<file path="config.mk">
export PLATFORM = sky130hd
export DESIGN_NAME = exe_muldiv
export DESIGN_NICKNAME = d
export VERILOG_FILES = /design/src/rtl/exe_muldiv_pkg.sv /design/src/rtl/exe_muldiv_step.sv /design/src/rtl/exe_muldiv.sv
export SDC_FILE = /design/constraint.sdc
export NUM_CORES = 1
export LEC_CHECK = 0
export CAP_MARGIN = 20
export CORE_MARGIN = 4
export CORE_UTILIZATION = 35
export DETAILED_ROUTE_END_ITERATION = 10
export GPL_TIMING_DRIVEN = 0
export SETUP_SLACK_MARGIN = 0.3
export SLEW_MARGIN = 10
export SYNTH_ARGS = -nofsm -noshare
export SYNTH_HDL_FRONTEND = slang
export SYNTH_SLANG_ARGS = --single-unit
</file>
<file path="constraint.sdc">
create_clock -name clk_i -period 8.45 [get_ports clk_i]
set_clock_uncertainty 0.05 [all_clocks]
set_input_delay 1.2675 -clock clk_i [delete_from_list [all_inputs] [get_ports clk_i]]
set_output_delay 1.2675 -clock clk_i [all_outputs]
set_load 0.01 [all_outputs]
</file>
<file path="src/rtl/exe_muldiv_pkg.sv">
// ---------------------------------------------------------------------------
// exe_muldiv_pkg
// Shared definitions for the EXE-stage multiply/divide unit. These are the
// same names the rest of the core uses in its defines header.
//   MdOpBus / MdOp_e       : width and encoding of the funct3 operation code
//   MdState_e              : IDLE / CALC / DONE state encoding
//   RstEnable              : level of the reset input that means "in reset"
//   WriteEnable/Disable    : register-file write-enable levels
// ---------------------------------------------------------------------------
package exe_muldiv_pkg;

    localparam int MdOpBus = 3;

    // funct3 encoding of the M-extension group
    typedef enum logic [MdOpBus-1:0] {
        MD_MUL    = 3'd0,
        MD_MULH   = 3'd1,
        MD_MULHSU = 3'd2,
        MD_MULHU  = 3'd3,
        MD_DIV    = 3'd4,
        MD_DIVU   = 3'd5,
        MD_REM    = 3'd6,
        MD_REMU   = 3'd7
    } MdOp_e;

    typedef enum logic [1:0] {
        IDLE = 2'd0,
        CALC = 2'd1,
        DONE = 2'd2
    } MdState_e;

    localparam logic RstEnable    = 1'b1;
    localparam logic WriteEnable  = 1'b1;
    localparam logic WriteDisable = 1'b0;

endpackage

</file>
<file path="src/rtl/exe_muldiv_step.sv">
// ---------------------------------------------------------------------------
// muldiv_step
// One combinational radix-2 iteration shared by multiply and divide.
//   i_acc     : {hi, lo} accumulator (2*XLEN)
//   i_operand : multiplicand (mul) or divisor (div) magnitude
//   i_divMode : 0 = shift-add multiply, 1 = restoring shift-subtract divide
//   o_acc     : next accumulator
//   o_qBit    : quotient bit produced this step (0 in multiply mode)
// Multiply: lo holds the remaining multiplier bits, hi the partial product;
// the pair shifts right once per step.
// Divide: hi holds the partial remainder, lo the remaining dividend bits
// (shifting left); the quotient bit is reported separately and the caller
// ORs it into the vacated LSB of lo.
// ---------------------------------------------------------------------------
module muldiv_step #(
    parameter int XLEN = 32
) (
    input  logic [2*XLEN-1:0] i_acc,
    input  logic [XLEN-1:0]   i_operand,
    input  logic              i_divMode,
    output logic [2*XLEN-1:0] o_acc,
    output logic              o_qBit
);

    logic [XLEN-1:0]   w_hi;
    logic [XLEN-1:0]   w_lo;
    logic [XLEN:0]     w_sum;
    logic [2*XLEN-1:0] w_mulAcc;
    logic [XLEN:0]     w_partial;
    logic [XLEN-1:0]   w_diff;
    logic              w_fits;
    logic [XLEN-1:0]   w_newRem;
    logic [2*XLEN-1:0] w_divAcc;

    assign w_hi = i_acc[2*XLEN-1:XLEN];
    assign w_lo = i_acc[XLEN-1:0];

    // Shift-add: the carry out of the addition becomes the new MSB after
    // the right shift, so the sum is kept one bit wider than XLEN.
    assign w_sum    = {1'b0, w_hi} + (w_lo[0] ? {1'b0, i_operand} : {(XLEN+1){1'b0}});
    assign w_mulAcc = {w_sum, w_lo[XLEN-1:1]};

    // Restoring subtract: the remainder is always below the divisor, so the
    // shifted partial is below twice the divisor and any successful
    // difference fits in XLEN bits (modulo arithmetic is exact here).
    assign w_partial = {w_hi, w_lo[XLEN-1]};
    assign w_fits    = (w_partial >= {1'b0, i_operand});
    assign w_diff    = w_partial[XLEN-1:0] - i_operand;
    assign w_newRem  = w_fits ? w_diff : w_partial[XLEN-1:0];
    assign w_divAcc  = {w_newRem, w_lo[XLEN-2:0], 1'b0};

    assign o_acc  = i_divMode ? w_divAcc : w_mulAcc;
    assign o_qBit = i_divMode & w_fits;

endmodule

</file>
<file path="src/rtl/exe_muldiv.sv">
// ---------------------------------------------------------------------------
// exe_muldiv
// Multi-cycle RV32M/RV64M multiply/divide unit in the EXE stage.
// Ports:
//   clk_i, rst_i            : clock, synchronous active-high reset
//   start_i, flush_i        : issue request (IDLE only) / abort from ctrl
//   op_i                    : funct3 operation code (MdOp_e)
//   op1_i, op2_i            : rs1 / rs2 values
//   reg_waddr_i             : destination register of the issuing instruction
//   busy_o                  : stall request to ctrl
//   done_o, reg_we_o        : one-cycle result-valid / write-enable pulse
//   reg_waddr_o, reg_wdata_o: latched destination and held result
// Build option:
//   EXE_MULDIV_FAST_MUL_EN  : multiplies use one registered multiplier and
//                             finish one cycle after start; divides unchanged.
// ---------------------------------------------------------------------------
module exe_muldiv
    import exe_muldiv_pkg::*;
#(
    parameter int XLEN   = 32,
    parameter int REG_AW = 5
) (
    input  logic               clk_i,
    input  logic               rst_i,
    input  logic               start_i,
    input  logic               flush_i,
    input  logic [MdOpBus-1:0] op_i,
    input  logic [XLEN-1:0]    op1_i,
    input  logic [XLEN-1:0]    op2_i,
    input  logic [REG_AW-1:0]  reg_waddr_i,
    output logic               busy_o,
    output logic               done_o,
    output logic               reg_we_o,
    output logic [REG_AW-1:0]  reg_waddr_o,
    output logic [XLEN-1:0]    reg_wdata_o
);

    localparam int                CntW    = $clog2(XLEN);
    localparam logic [CntW-1:0]   CntInit = CntW'(XLEN - 1);
    localparam logic [XLEN-1:0]   MinNeg  = {1'b1, {(XLEN-1){1'b0}}};

    MdState_e          r_state;
    MdState_e          w_nextState;
    MdOp_e             r_op;
    logic [CntW-1:0]   r_count;
    logic [2*XLEN-1:0] r_acc;
    logic [XLEN-1:0]   r_operand;
    logic              r_negRes;
    logic [REG_AW-1:0] r_waddr;
    logic [XLEN-1:0]   r_wdata;

    logic              w_busy;
    logic              w_done;
    logic              w_accept;

    logic              w_isDiv;
    logic              w_isRem;
    logic              w_op1Signed;
    logic              w_op2Signed;
    logic              w_op1Neg;
    logic              w_op2Neg;
    logic [XLEN-1:0]   w_mag1;
    logic [XLEN-1:0]   w_mag2;
    logic              w_negRes;
    logic              w_divZero;
    logic              w_divOvf;
    logic              w_mulZero;
    logic              w_special;
    logic              w_early;
    logic [XLEN-1:0]   w_specialRes;
    logic [XLEN-1:0]   w_earlyRes;

    logic [2*XLEN-1:0] w_stepAcc;
    logic              w_qBit;
    logic [2*XLEN-1:0] w_finalAcc;
    logic [2*XLEN-1:0] w_prod;
    logic [XLEN-1:0]   w_quot;
    logic [XLEN-1:0]   w_rem;
    logic [XLEN-1:0]   w_calcRes;

    // Decode of the incoming request: which operands are signed, their
    // magnitudes, and which sign the final result must carry. Remainders
    // follow the dividend; products and quotients follow the XOR of signs.
    assign w_isDiv     = op_i[2];
    assign w_isRem     = (op_i == MD_REM) | (op_i == MD_REMU);
    assign w_op1Signed = (op_i != MD_MULHU) & (op_i != MD_DIVU) & (op_i != MD_REMU);
    assign w_op2Signed = (op_i == MD_MUL) | (op_i == MD_MULH) |
                         (op_i == MD_DIV) | (op_i == MD_REM);
    assign w_op1Neg    = w_op1Signed & op1_i[XLEN-1];
    assign w_op2Neg    = w_op2Signed & op2_i[XLEN-1];
    assign w_mag1      = w_op1Neg ? (-op1_i) : op1_i;
    assign w_mag2      = w_op2Neg ? (-op2_i) : op2_i;
    assign w_negRes    = w_isRem ? w_op1Neg : (w_op1Neg ^ w_op2Neg);

    // Cases whose answer is known without iterating; they skip CALC.
    assign w_divZero = w_isDiv & (op2_i == '0);
    assign w_divOvf  = ((op_i == MD_DIV) | (op_i == MD_REM)) &
                       (op1_i == MinNeg) & (op2_i == '1);
    assign w_mulZero = ~w_isDiv & ((op1_i == '0) | (op2_i == '0));
    assign w_special = w_divZero | w_divOvf | w_mulZero;

    // Result for the early-out cases; divide-by-zero takes priority since
    // a zero divisor can never also be the overflow pattern.
    always_comb begin
        w_specialRes = '0;
        if (w_divZero) begin
            w_specialRes = w_isRem ? op1_i : '1;
        end else if (w_divOvf) begin
            w_specialRes = w_isRem ? '0 : op1_i;
        end
    end

`ifdef EXE_MULDIV_FAST_MUL_EN
    logic [2*XLEN-1:0] w_fastMag;
    logic [2*XLEN-1:0] w_fastProd;

    // A single multiplier on the magnitudes; its sign-corrected product is
    // captured into the result register on the start edge.
    assign w_fastMag  = {{XLEN{1'b0}}, w_mag1} * {{XLEN{1'b0}}, w_mag2};
    assign w_fastProd = w_negRes ? (-w_fastMag) : w_fastMag;
    assign w_early    = w_special | ~w_isDiv;
    assign w_earlyRes = w_special ? w_specialRes :
                        (w_isDiv ? '0 :
                         ((op_i == MD_MUL) ? w_fastProd[XLEN-1:0] : w_fastProd[2*XLEN-1:XLEN]));
`else
    assign w_early    = w_special;
    assign w_earlyRes = w_specialRes;
`endif

    muldiv_step #(
        .XLEN(XLEN)
    ) u_step (
        .i_acc    (r_acc),
        .i_operand(r_operand),
        .i_divMode(r_op[2]),
        .o_acc    (w_stepAcc),
        .o_qBit   (w_qBit)
    );

    assign w_finalAcc = w_stepAcc | {{(2*XLEN-1){1'b0}}, w_qBit};

    // Sign correction of the accumulator after the last iteration; the
    // product is negated at full width so MULH* sees the borrow.
    always_comb begin
        w_prod    = r_negRes ? (-w_finalAcc) : w_finalAcc;
        w_quot    = r_negRes ? (-w_finalAcc[XLEN-1:0]) : w_finalAcc[XLEN-1:0];
        w_rem     = r_negRes ? (-w_finalAcc[2*XLEN-1:XLEN]) : w_finalAcc[2*XLEN-1:XLEN];
        w_calcRes = '0;
        case (r_op)
            MD_MUL:                        w_calcRes = w_prod[XLEN-1:0];
            MD_MULH, MD_MULHSU, MD_MULHU:  w_calcRes = w_prod[2*XLEN-1:XLEN];
            MD_DIV, MD_DIVU:               w_calcRes = w_quot;
            MD_REM, MD_REMU:               w_calcRes = w_rem;
            default:                       w_calcRes = '0;
        endcase
    end

    // Next-state and handshake outputs. busy_o in IDLE is combinational so
    // the issuing instruction stalls in its own cycle; done is suppressed
    // combinationally by a flush arriving in the DONE cycle.
    always_comb begin
        w_nextState = r_state;
        w_busy      = 1'b0;
        w_done      = 1'b0;
        w_accept    = 1'b0;
        case (r_state)
            IDLE: begin
                if (start_i && !flush_i) begin
                    w_busy      = 1'b1;
                    w_accept    = 1'b1;
                    w_nextState = w_early ? DONE : CALC;
                end
            end
            CALC: begin
                w_busy = 1'b1;
                if (flush_i) begin
                    w_nextState = IDLE;
                end else if (r_count == '0) begin
                    w_nextState = DONE;
                end
            end
            DONE: begin
                w_done      = ~flush_i;
                w_nextState = IDLE;
            end
            default: w_nextState = IDLE;
        endcase
    end

    // State register.
    always_ff @(posedge clk_i) begin
        if (rst_i == RstEnable) begin
            r_state <= IDLE;
        end else begin
            r_state <= w_nextState;
        end
    end

    // Datapath registers: request capture on accept, one iteration per CALC
    // cycle, and the result loaded on the way into DONE. A flushed final
    // iteration leaves the previous result untouched.
    always_ff @(posedge clk_i) begin
        if (rst_i == RstEnable) begin
            r_op      <= MD_MUL;
            r_count   <= '0;
            r_acc     <= '0;
            r_operand <= '0;
            r_negRes  <= 1'b0;
            r_waddr   <= '0;
            r_wdata   <= '0;
        end else if (w_accept) begin
            r_op     <= MdOp_e'(op_i);
            r_waddr  <= reg_waddr_i;
            r_negRes <= w_negRes;
            r_count  <= CntInit;
            if (w_early) begin
                r_wdata <= w_earlyRes;
            end else begin
                r_acc     <= {{XLEN{1'b0}}, (w_isDiv ? w_mag1 : w_mag2)};
                r_operand <= w_isDiv ? w_mag2 : w_mag1;
            end
        end else if ((r_state == CALC) && !flush_i) begin
            r_acc   <= w_finalAcc;
            r_count <= r_count - CntW'(1);
            if (r_count == '0) begin
                r_wdata <= w_calcRes;
            end
        end
    end

    assign busy_o      = w_busy;
    assign done_o      = w_done;
    assign reg_we_o    = w_done ? WriteEnable : WriteDisable;
    assign reg_waddr_o = r_waddr;
    assign reg_wdata_o = r_wdata;

endmodule

</file>
Word-level counts from Yosys, hierarchy flattened --
Cells that the tools add are included.
Cells by class: add/sub/neg operators 8, magnitude comparators 1, equality and inequality tests 22, mux-type cells 35, bitwise operators 22, reduce and logical (&&, ||, !) cells 18
Operators with widths (count):
- 32-bit 2-to-1 mux | 16
- 64-bit 2-to-1 mux | 5
- 32-bit negator | 4
- 32-bit case mux with 4 select lines | 1
- 32-bit equality test, second input constant | 2
- 32-bit logical NOT | 2
- 64-bit negator | 1
- 64-bit by 1-bit bitwise OR with 64-bit output | 1
- 32-bit by 33-bit adder with 33-bit output | 1
- 33-bit by 32-bit >= comparator with 1-bit output | 1
- 32-bit subtractor | 1
- 3-bit equality test, second input constant | 7
- 5-bit 2-to-1 mux | 2
- 1-bit bitwise AND | 9
- 3-bit inequality test, second input constant | 3
- 2-bit 2-to-1 mux | 4
- 1-bit bitwise OR | 8
- 3-bit by 1-bit equality test with 1-bit output, second input constant | 2
- 3-bit by 2-bit equality test with 1-bit output, second input constant | 2
- 3-bit logical NOT | 2
- 2-bit AND reduction | 3
- 5-bit logical NOT | 1
- 1-bit 2-to-1 mux | 5
- 5-bit by 1-bit subtractor with 5-bit output, second input constant | 1
- other kinds (16) | 22
Word-level totals: register bits after elaboration 144, bits of input ports 76, output and inout port bits 40, word-level logic and storage cells 114

Depth between registers and ports, before layout --
Gate-level depths: netlist of the first run.
depth in word-level cells 10, gate-level depth with buffers 24

Modules after synthesis --
A second synthesis of the first run with hierarchy kept.
Unflattened totals: cell total of the unflattened synthesis 2151, area, all modules 15656.3 µm²
Modules (own cells, without submodules):
- exe_muldiv | times used 1, cells an instance 1495, area an instance 10850.4 µm²
- muldiv_step | times used 1, cells an instance 656, area an instance 4805.9 µm²

Worst setup path before layout of the first run --
Ideal clock, no wire load.
path kind register to register, start register r_op[2], end register r_wdata[26] (netlist: reg_wdata_o[26]), data arrival time 5.473 ns, slack 2.849 ns, stages on the path, launching flop included 23, period minus slack after synthesis 5.601 ns, path through dfxtp_1 -> buf_2 -> clkbuf_1 -> buf_2 -> buf_2 -> buf_2 -> buf_2 -> buf_1 -> buf_1 -> buf_1 -> mux2i_1 -> ha_1 -> o21ai_0 -> nor4_1 -> nand2_1 -> or2_2 -> and2_1 -> nor2_1 -> or4b_2 -> o41ai_1 -> xnor2_1 -> a21oi_1 -> nor3_1
Between the ends: cells in the longest elaborated chain, start to end 8, elaborated cells on any way between the ends 24, those cells by class add/sub: 3; eq/ne: 7; mux: 8; bitwise: 2; reduce/logical: 4
RTL lines:
- start, declared | line exe_muldiv.sv:44 | MdOp_e r_op;
- start signal, assigned | line exe_muldiv.sv:212 | r_op <= MdOp_e'(op_i);
- 64-bit 2-to-1 mux or 1-bit bitwise AND (tied branches) | line exe_muldiv_step.sv:52, exe_muldiv_step.sv:53
- 64-bit by 1-bit bitwise OR with 64-bit output | line exe_muldiv.sv:140 | assign w_finalAcc = w_stepAcc | {{(2*XLEN-1){1'b0}}, w_qBit};
- 64-bit negator, or another cell as far along | line exe_muldiv.sv:145 | w_prod = r_negRes ? (-w_finalAcc) : w_finalAcc;
- 64-bit 2-to-1 mux, or another cell as far along | line exe_muldiv.sv:145
- 32-bit case mux with 4 select lines * | line exe_muldiv.sv:149 | case (r_op)
- 32-bit 2-to-1 mux * | line exe_muldiv.sv:225 | if (r_count == '0) begin
- 32-bit 2-to-1 mux * | line exe_muldiv.sv:222 | end else if ((r_state == CALC) && !flush_i) begin
- 32-bit 2-to-1 mux * | line exe_muldiv.sv:211 | end else if (w_accept) begin
- end signal, assigned | line exe_muldiv.sv:217 | r_wdata <= w_earlyRes;
- end signal, assigned | line exe_muldiv.sv:226 | r_wdata <= w_calcRes;
- end, declared | line exe_muldiv.sv:50 | logic [XLEN-1:0] r_wdata;
Every way passes the cells marked *; elsewhere a longest branch is shown, timed or not. The select of a mux whose other input is x is not followed. A chain may end at the register's enable or synchronous reset.

Final worst setup path of the first run --
Ends and elaborated chain as after synthesis.

==> flow_summary.json, run 1 <==
{
  "path_cells": "buf_2, clkbuf_2, buf_2, buf_2, buf_2, buf_2, clkdlybuf4s15_2, buf_2, clkdlybuf4s15_2, mux2i_2, ha_1, o21ai_0, nor4_1, nand2_1, or2_2, and2_1, nor2_1, or4b_2, o41ai_1, xnor2_1, a21oi_1, nor3_1",
  "routed.top_layer": "met4",
  "nFillCells": 4862,
  "final_nets": 2617,
  "h-tree-depth": 4,
  "register_area_um2": 2883,
  "num_vias": 19990,
  "path_max_fanout": 10,
  "core_um2": 45280,
  "multi_input_area_um2": 12130,
  "dr.pass1.iters": 8,
  "peakVddDrop_uv": 118.3,
  "start_kind": "flop",
  "min_path_type": "reg2reg",
  "clk_pin_slew_ns": 0.07,
  "path_buf_inv": 9,
  "slew_headroom_pct": 20.78,
  "p_per_area_nw_per_um2": 136.8,
  "area_growth_pct": 15.68,
  "wl_um": 86700,
  "met1_length_um": 34460,
  "max_stage_delay_ns": 0.59,
  "cts_sinks": 144,
  "fmax_ghz": 0.1250,
  "netlist_top_cells_area": "dfxtp_1 (18%), nor2_1 (6.7%), a21oi_1 (6.4%), nand2_1 (5.6%), ha_1 (5.6%)",
  "syn_area_um2": 15970,
  "dp_hpwl_um": 71110,
  "rsz0062_at_grt": "no",
  "drive_above_1_share_pct": 4.434,
  "tightest_slew_ns": 1.188,
  "cts_setup_buffers": 0,
  "io_buffers": 113,
  "p_leak_nw": 6.590,
  "antenna_found_initial": 0,
  "synth_enable_flop_cells": 0,
  "critPathKind": "reg2reg",
  "antenna_cells": 0,
  "period_needed_ns": 8.000,
  "syn_inst": 2334,
  "ys_types": 97,
  "grt_first_pass_wirelength_um": 124500,
  "die_x_um": 221.6,
  "synth_top_area_share_pct": 18.05,
  "grt_overflow_total": 0,
  "critPathTopFamily": "buffers and inverters",
  "synth_sequential_area_ratio_pct": 18.05,
  "ys_ff_latch": 144,
  "async_flop_share_pct": 0,
  "clk_latency_ns": 0.47,
  "crit_top_cell": "buf_2",
  "grt_max_degree": 17,
  "yosysTopAreaCell": "dfxtp_1",
  "routabilityCongestion": 1.047,
  "cpMaxStageDelayCell": "or4b_2",
  "io-pin-count": 116,
  "cp.arrival_ns": 8.33,
  "power_mw": 2.528,
  "critPathCaptureType": "flop",
  "final_util_pct": 40.80,
  "drv_slew": 0,
  "drtIter0Drc": 2673,
  "hold_viol": 0,
  "initial_core_util_pct": 35.27,
  "drcViolationCount": 0,
  "fin_tns_setup_ns": 0,
  "via_per_inst": 6.487,
  "clk_path_buf_depth": 2,
  "syn_avg_cell_area_um2": 6.842,
  "fp-row-count": 78,
  "numCtsBuffers": 17,
  "synth-main-ff-cell": "dfxtp_1",
  "drv_cap": 0,
  "grt_pass1_vias": 18780,
  "postRouteAntennaNets": 0,
  "fin_crit_sh_pct": 94.67,
  "synth_fp_nets": 2483,
  "routedWlPerCell_um": 28.14,
  "routed-wl-met3_um": 8055,
  "dieArea_um2": 49110,
  "outcome": "completed",
  "required_ns": 8.78,
  "cts_tree": "built",
  "setup_violations": 0,
  "synth_commonest_cells": "nor2_1 (286), nand2_1 (237), a21oi_1 (203)",
  "wl_met2_um": 37860,
  "synth-warning-count": 0,
  "yosysMostFrequentCell": "nor2_1",
  "cts_root_buf": "clkbuf_16",
  "fp.dieH_um": 221.6,
  "grt_usage_pct": 33.47
}
-- path summary, 6_finish.rpt --
check                                       end          start  cells past startpoint  slack (ns)
worst min register to register    r_operand[24]  r_operand[24]                      2        0.41
worst max register to register  reg_wdata_o[26]        r_op[2]                     22        0.45
worst max-delay path            reg_wdata_o[26]        r_op[2]                     22        0.45
worst min-delay path              r_operand[24]  r_operand[24]                      2        0.41
-- cell usage in the layout, fill, tap and decap left out, types with 17 or more instances in the layout --
master / instances
nand2_1: 237
a211oi_1: 52
clkdlybuf4s50_1: 113
dfxtp_1: 144
and3_1: 19
or4_1: 24
xnor2_1: 80
nor3_1: 83
a21oi_1: 203
buf_2: 20
nor2_1: 286
clkbuf_1: 119
mux2i_1: 50
xor2_1: 58
inv_1: 71
a31oi_1: 51
a21o_1: 20
nand3_1: 65
clkbuf_16: 17
o21ai_0: 172
o211ai_1: 65
ha_1: 71
o21a_1: 19
nand4_1: 32
or3_1: 26
o31ai_1: 29
-- what timing repair did --
| item | in CTS | in global routing |
|---|---|---|
| hold buffers | 0 | 0 |
| setup endpoints to repair | 13 | 4 |
| cloned | 0 | 0 |
| gates resized for setup | 5 | 3 |
-- where the power goes --
part | leakage [nW] | internal [mW] | switching [mW]
Clock | 0.279 | 0.422 | 0.359
Combinational | 5.14 | 0.309 | 0.693
Sequential | 1.17 | 0.710 | 0.0338
Total | 6.59 | 1.44 | 1.09
-- metrics by stage --
stage                     setup slack (ns)  instances  area [µm²]  hold slack [ns]
after floorplan                      2.849       2334       15970           0.3819
after global placement             -0.3601       3047       17850           0.3946
after detailed placement           -0.2338       3048       17860           0.3993
after CTS                           0.4454       3080       18460           0.4083
after global routing                0.2898       3081       18480           0.4217
final                               0.4505       3081       18480           0.4050
-- sequential cells by signal (all words and copies together) (netlist names) --
register,count
r_acc,64
r_operand,32
reg_wdata_o,32
r_count,5
reg_waddr_o,5
r_op,3
r_state,2
r_negRes,1
-- final cells by class --
type / count / share of cell area [%]
Multi-Input combinational cell: 1952 / 65.63
Sequential cell: 144 / 15.60
Clock buffer: 18 / 2.377
Clock inverter: 14 / 0.7856
Buffer: 164 / 3.820
Tap cell: 600 / 4.063
Inverter: 74 / 1.503
Timing Repair Buffer: 115 / 6.217
-- metal layers --
layer,up-vias,global-route usage [%]
met5,-,0
met2,1205,52.88
li1,8914,-
met1,9573,42.21
met4,0,20.03
met3,295,6.699
-- worst reg2reg max path, delay by kind of cell (launching register included) --
kind	cells	cell delay [ns]
mux	1	0.50
fa+ha+maj	1	0.32
buf+inv	9	3.62
flops	1	0.35
xor+xnor	1	0.28
simple gates	7	2.08
compound gates	3	0.71
-- kinds of logic after synthesis --
logic type	Yosys count	synth area share, %
mux	58	3.690
flops	144	18.05
buf+inv	238	6.048
simple gates	886	26.19
xor+xnor	138	7.568
compound gates	797	32.64
fa+ha+maj	73	5.813
No activity file was read; power rests on OpenSTA's default activity.
==> run 2: changes to the inputs <==
==> constraint.sdc (replaced) <==
create_clock -name clk_i -period 7.65 [get_ports clk_i]
set_clock_uncertainty 0.05 [all_clocks]
set_input_delay 1.1475 -clock clk_i [delete_from_list [all_inputs] [get_ports clk_i]]
set_output_delay 1.1475 -clock clk_i [all_outputs]
set_load 0.01 [all_outputs]
==> run 2 against run 1 <==
  * Fmax up 11%
  * Core utilization up 0.075 points
  * Worst setup slack worse by 0.027 ns
  * Wire length down 0.25%
  * Sequential share of layout area about the same
  * Clock power up 10%
  * Critical path type unchanged
  * Critical endpoint unchanged
  * Highest routed layer unchanged
==> flow_summary.json, run 2 (same netlist as run 1, synthesis figures left out) <==
{
  "clkPwrFrac_pct": 30.8,
  "drv_slew": 0,
  "die_x_um": 221.6,
  "required_ns": 7.98,
  "clk_path_buf_depth": 2,
  "mostFrequentLayoutCells": "nor2_1 (286), nand2_1 (236), a21oi_1 (203)",
  "max_stage_delay_ns": 0.60,
  "via_per_inst": 6.474,
  "outcome": "completed",
  "antenna_found_initial": 0,
  "io-pin-count": 116,
  "peakVddDrop_uv": 130.8,
  "cp.depth": 22,
  "antenna_cells": 0,
  "start_kind": "flop",
  "num_vias": 19970,
  "hold_buffers": 0,
  "hold_viol": 0,
  "dr.pass1.iters": 6,
  "grt_pass1_vias": 18770,
  "crit_top_cell": "clkbuf_4",
  "fin_ws_ns": 0.4236,
  "cts_sinks": 144,
  "final_nets": 2620,
  "grt_first_pass_wirelength_um": 124600,
  "path_buf_inv": 9,
  "area_growth_pct": 15.90,
  "path_max_fanout": 10,
  "core_um2": 45280,
  "numCtsBuffers": 17,
  "critPathCaptureType": "flop",
  "initial_core_util_pct": 35.27,
  "clk_pin_slew_ns": 0.07,
  "fin_cells": 3084,
  "final_common_cell": "nor2_1",
  "p_int_mw": 1.595,
  "routedWlPerCell_um": 28.04,
  "dp_slack_ns": -1.034,
  "drive_above_1_share_pct": 4.589,
  "fin_crit_sh_pct": 94.46,
  "wl_um": 86480,
  "cts_tree": "built",
  "register_area_um2": 2883,
  "setup_violations": 0,
  "period_needed_ns": 7.226,
  "min_path_cells": 2,
  "routabilityCongestion": 1.047,
  "path_cells": "buf_2, clkbuf_2, clkbuf_4, buf_2, buf_2, clkbuf_4, clkbuf_4, clkbuf_4, buf_4, mux2i_4, ha_1, o21ai_0, nor4_1, nand2_2, or2_2, and2_1, nor2_1, or4b_2, o41ai_1, xnor2_1, a21oi_1, nor3_1",
  "grt_max_degree": 17,
  "clk_latency_ns": 0.47,
  "p_seq_share_pct": 29.4,
  "switching_share_pct": 42.85,
  "power_frac_comb_pct": 39.7,
  "cpMaxStageDelayCell": "or4b_2",
  "fp.dieH_um": 221.6,
  "p_per_area_nw_per_um2": 150.8,
  "cts_root_buf": "clkbuf_16",
  "reg2reg_depth": 22,
  "largest_reg_flops": 64,
  "tightest_slew_ns": 1.165,
  "io_buffers": 113,
  "fmax_ghz": 0.1384,
  "grt_usage_pct": 33.48,
  "drcViolationCount": 0,
  "cp.arrival_ns": 7.56,
  "power.switching_mw": 1.196,
  "multi_input_area_um2": 12140,
  "dp.cells": 3048,
  "drtIter0Drc": 2404,
  "p_leak_nw": 6.606,
  "nFillCells": 4859,
  "dp_hpwl_um": 71110,
  "drv_cap": 0,
  "critPathKind": "reg2reg",
  "largest-register": "r_acc",
  "h-tree-depth": 4,
  "critPathTopFamily": "buffers and inverters",
  "postRouteAntennaNets": 0,
  "slew_headroom_pct": 22.31,
  "dieArea_um2": 49110,
  "rsz0062_at_grt": "no",
  "grt_overflow_total": 0,
  "final_util_pct": 40.87,
  "fp-row-count": 78,
  "min_path_type": "reg2reg"
}
## run 2: area by class of cell
type,count,area share [%]
inverter,74,1.501
timing repair buffer,118,6.327
buffer,164,3.813
multi-input combinational,1952,65.57
tap,600,4.056
clock inverter,14,0.7842
clock buffer,18,2.373
sequential,144,15.57
## run 2: per-stage QoR
step	hold WS [ns]	area, µm²	setup TNS [ns]	power [mW]
CTS	0.4083	18450	0	2.748
global placement	0.3946	17850	-11.48	1.896
global route	0.4217	18510	0	2.883
detailed placement	0.3993	17860	-9.366	1.898
finish	0.4038	18510	0	2.791
floorplan	0.3819	15970	0	1.459
## run 2: final timing paths
| check | start | endpoint | slack, ns |
|---|---|---|---|
| setup reg to reg | r_op[2] | reg_wdata_o[26] | 0.42 |
| hold reg to reg | r_operand[24] | r_operand[24] | 0.40 |
| setup / recovery | r_op[2] | reg_wdata_o[26] | 0.42 |
| hold / removal | r_operand[24] | r_operand[24] | 0.40 |
## run 2: routing by layer
metal  wire length (µm)  GRT usage (%)
met3               8029          6.593
met2              37680          52.93
met4               6315          19.97
met1              34460          42.28
met5                  0              0
## run 2: worst reg2reg max path, delay by kind of cell, from the launching register on
family / cells / cell delay (ns)
adder cells (fa/ha/maj): 1 / 0.29
AND/OR/NAND/NOR: 7 / 2.09
XOR/XNOR: 1 / 0.28
AO/OA/AOI/OAI: 3 / 0.72
flip-flops: 1 / 0.36
multiplexers: 1 / 0.40
buffers and inverters: 9 / 2.97
## run 2: repair_timing
item                                    CTS  global route
endpoints found under the setup margin   16             8
pin swaps                                 0             1
resized for setup                        12             6
hold endpoints to repair                  0             0
gates cloned                              0             0
setup buffers                             0             3
## run 2: power by group through the flow
stage                     combinational (mW)  clock [mW]  sequential [mW]
after global routing                    1.17       0.891            0.824
after global placement                  1.06           0            0.834
after floorplan                        0.634           0            0.825
final                                   1.11       0.861            0.822
after detailed placement                1.06           0            0.836
after CTS                               1.07       0.862            0.819
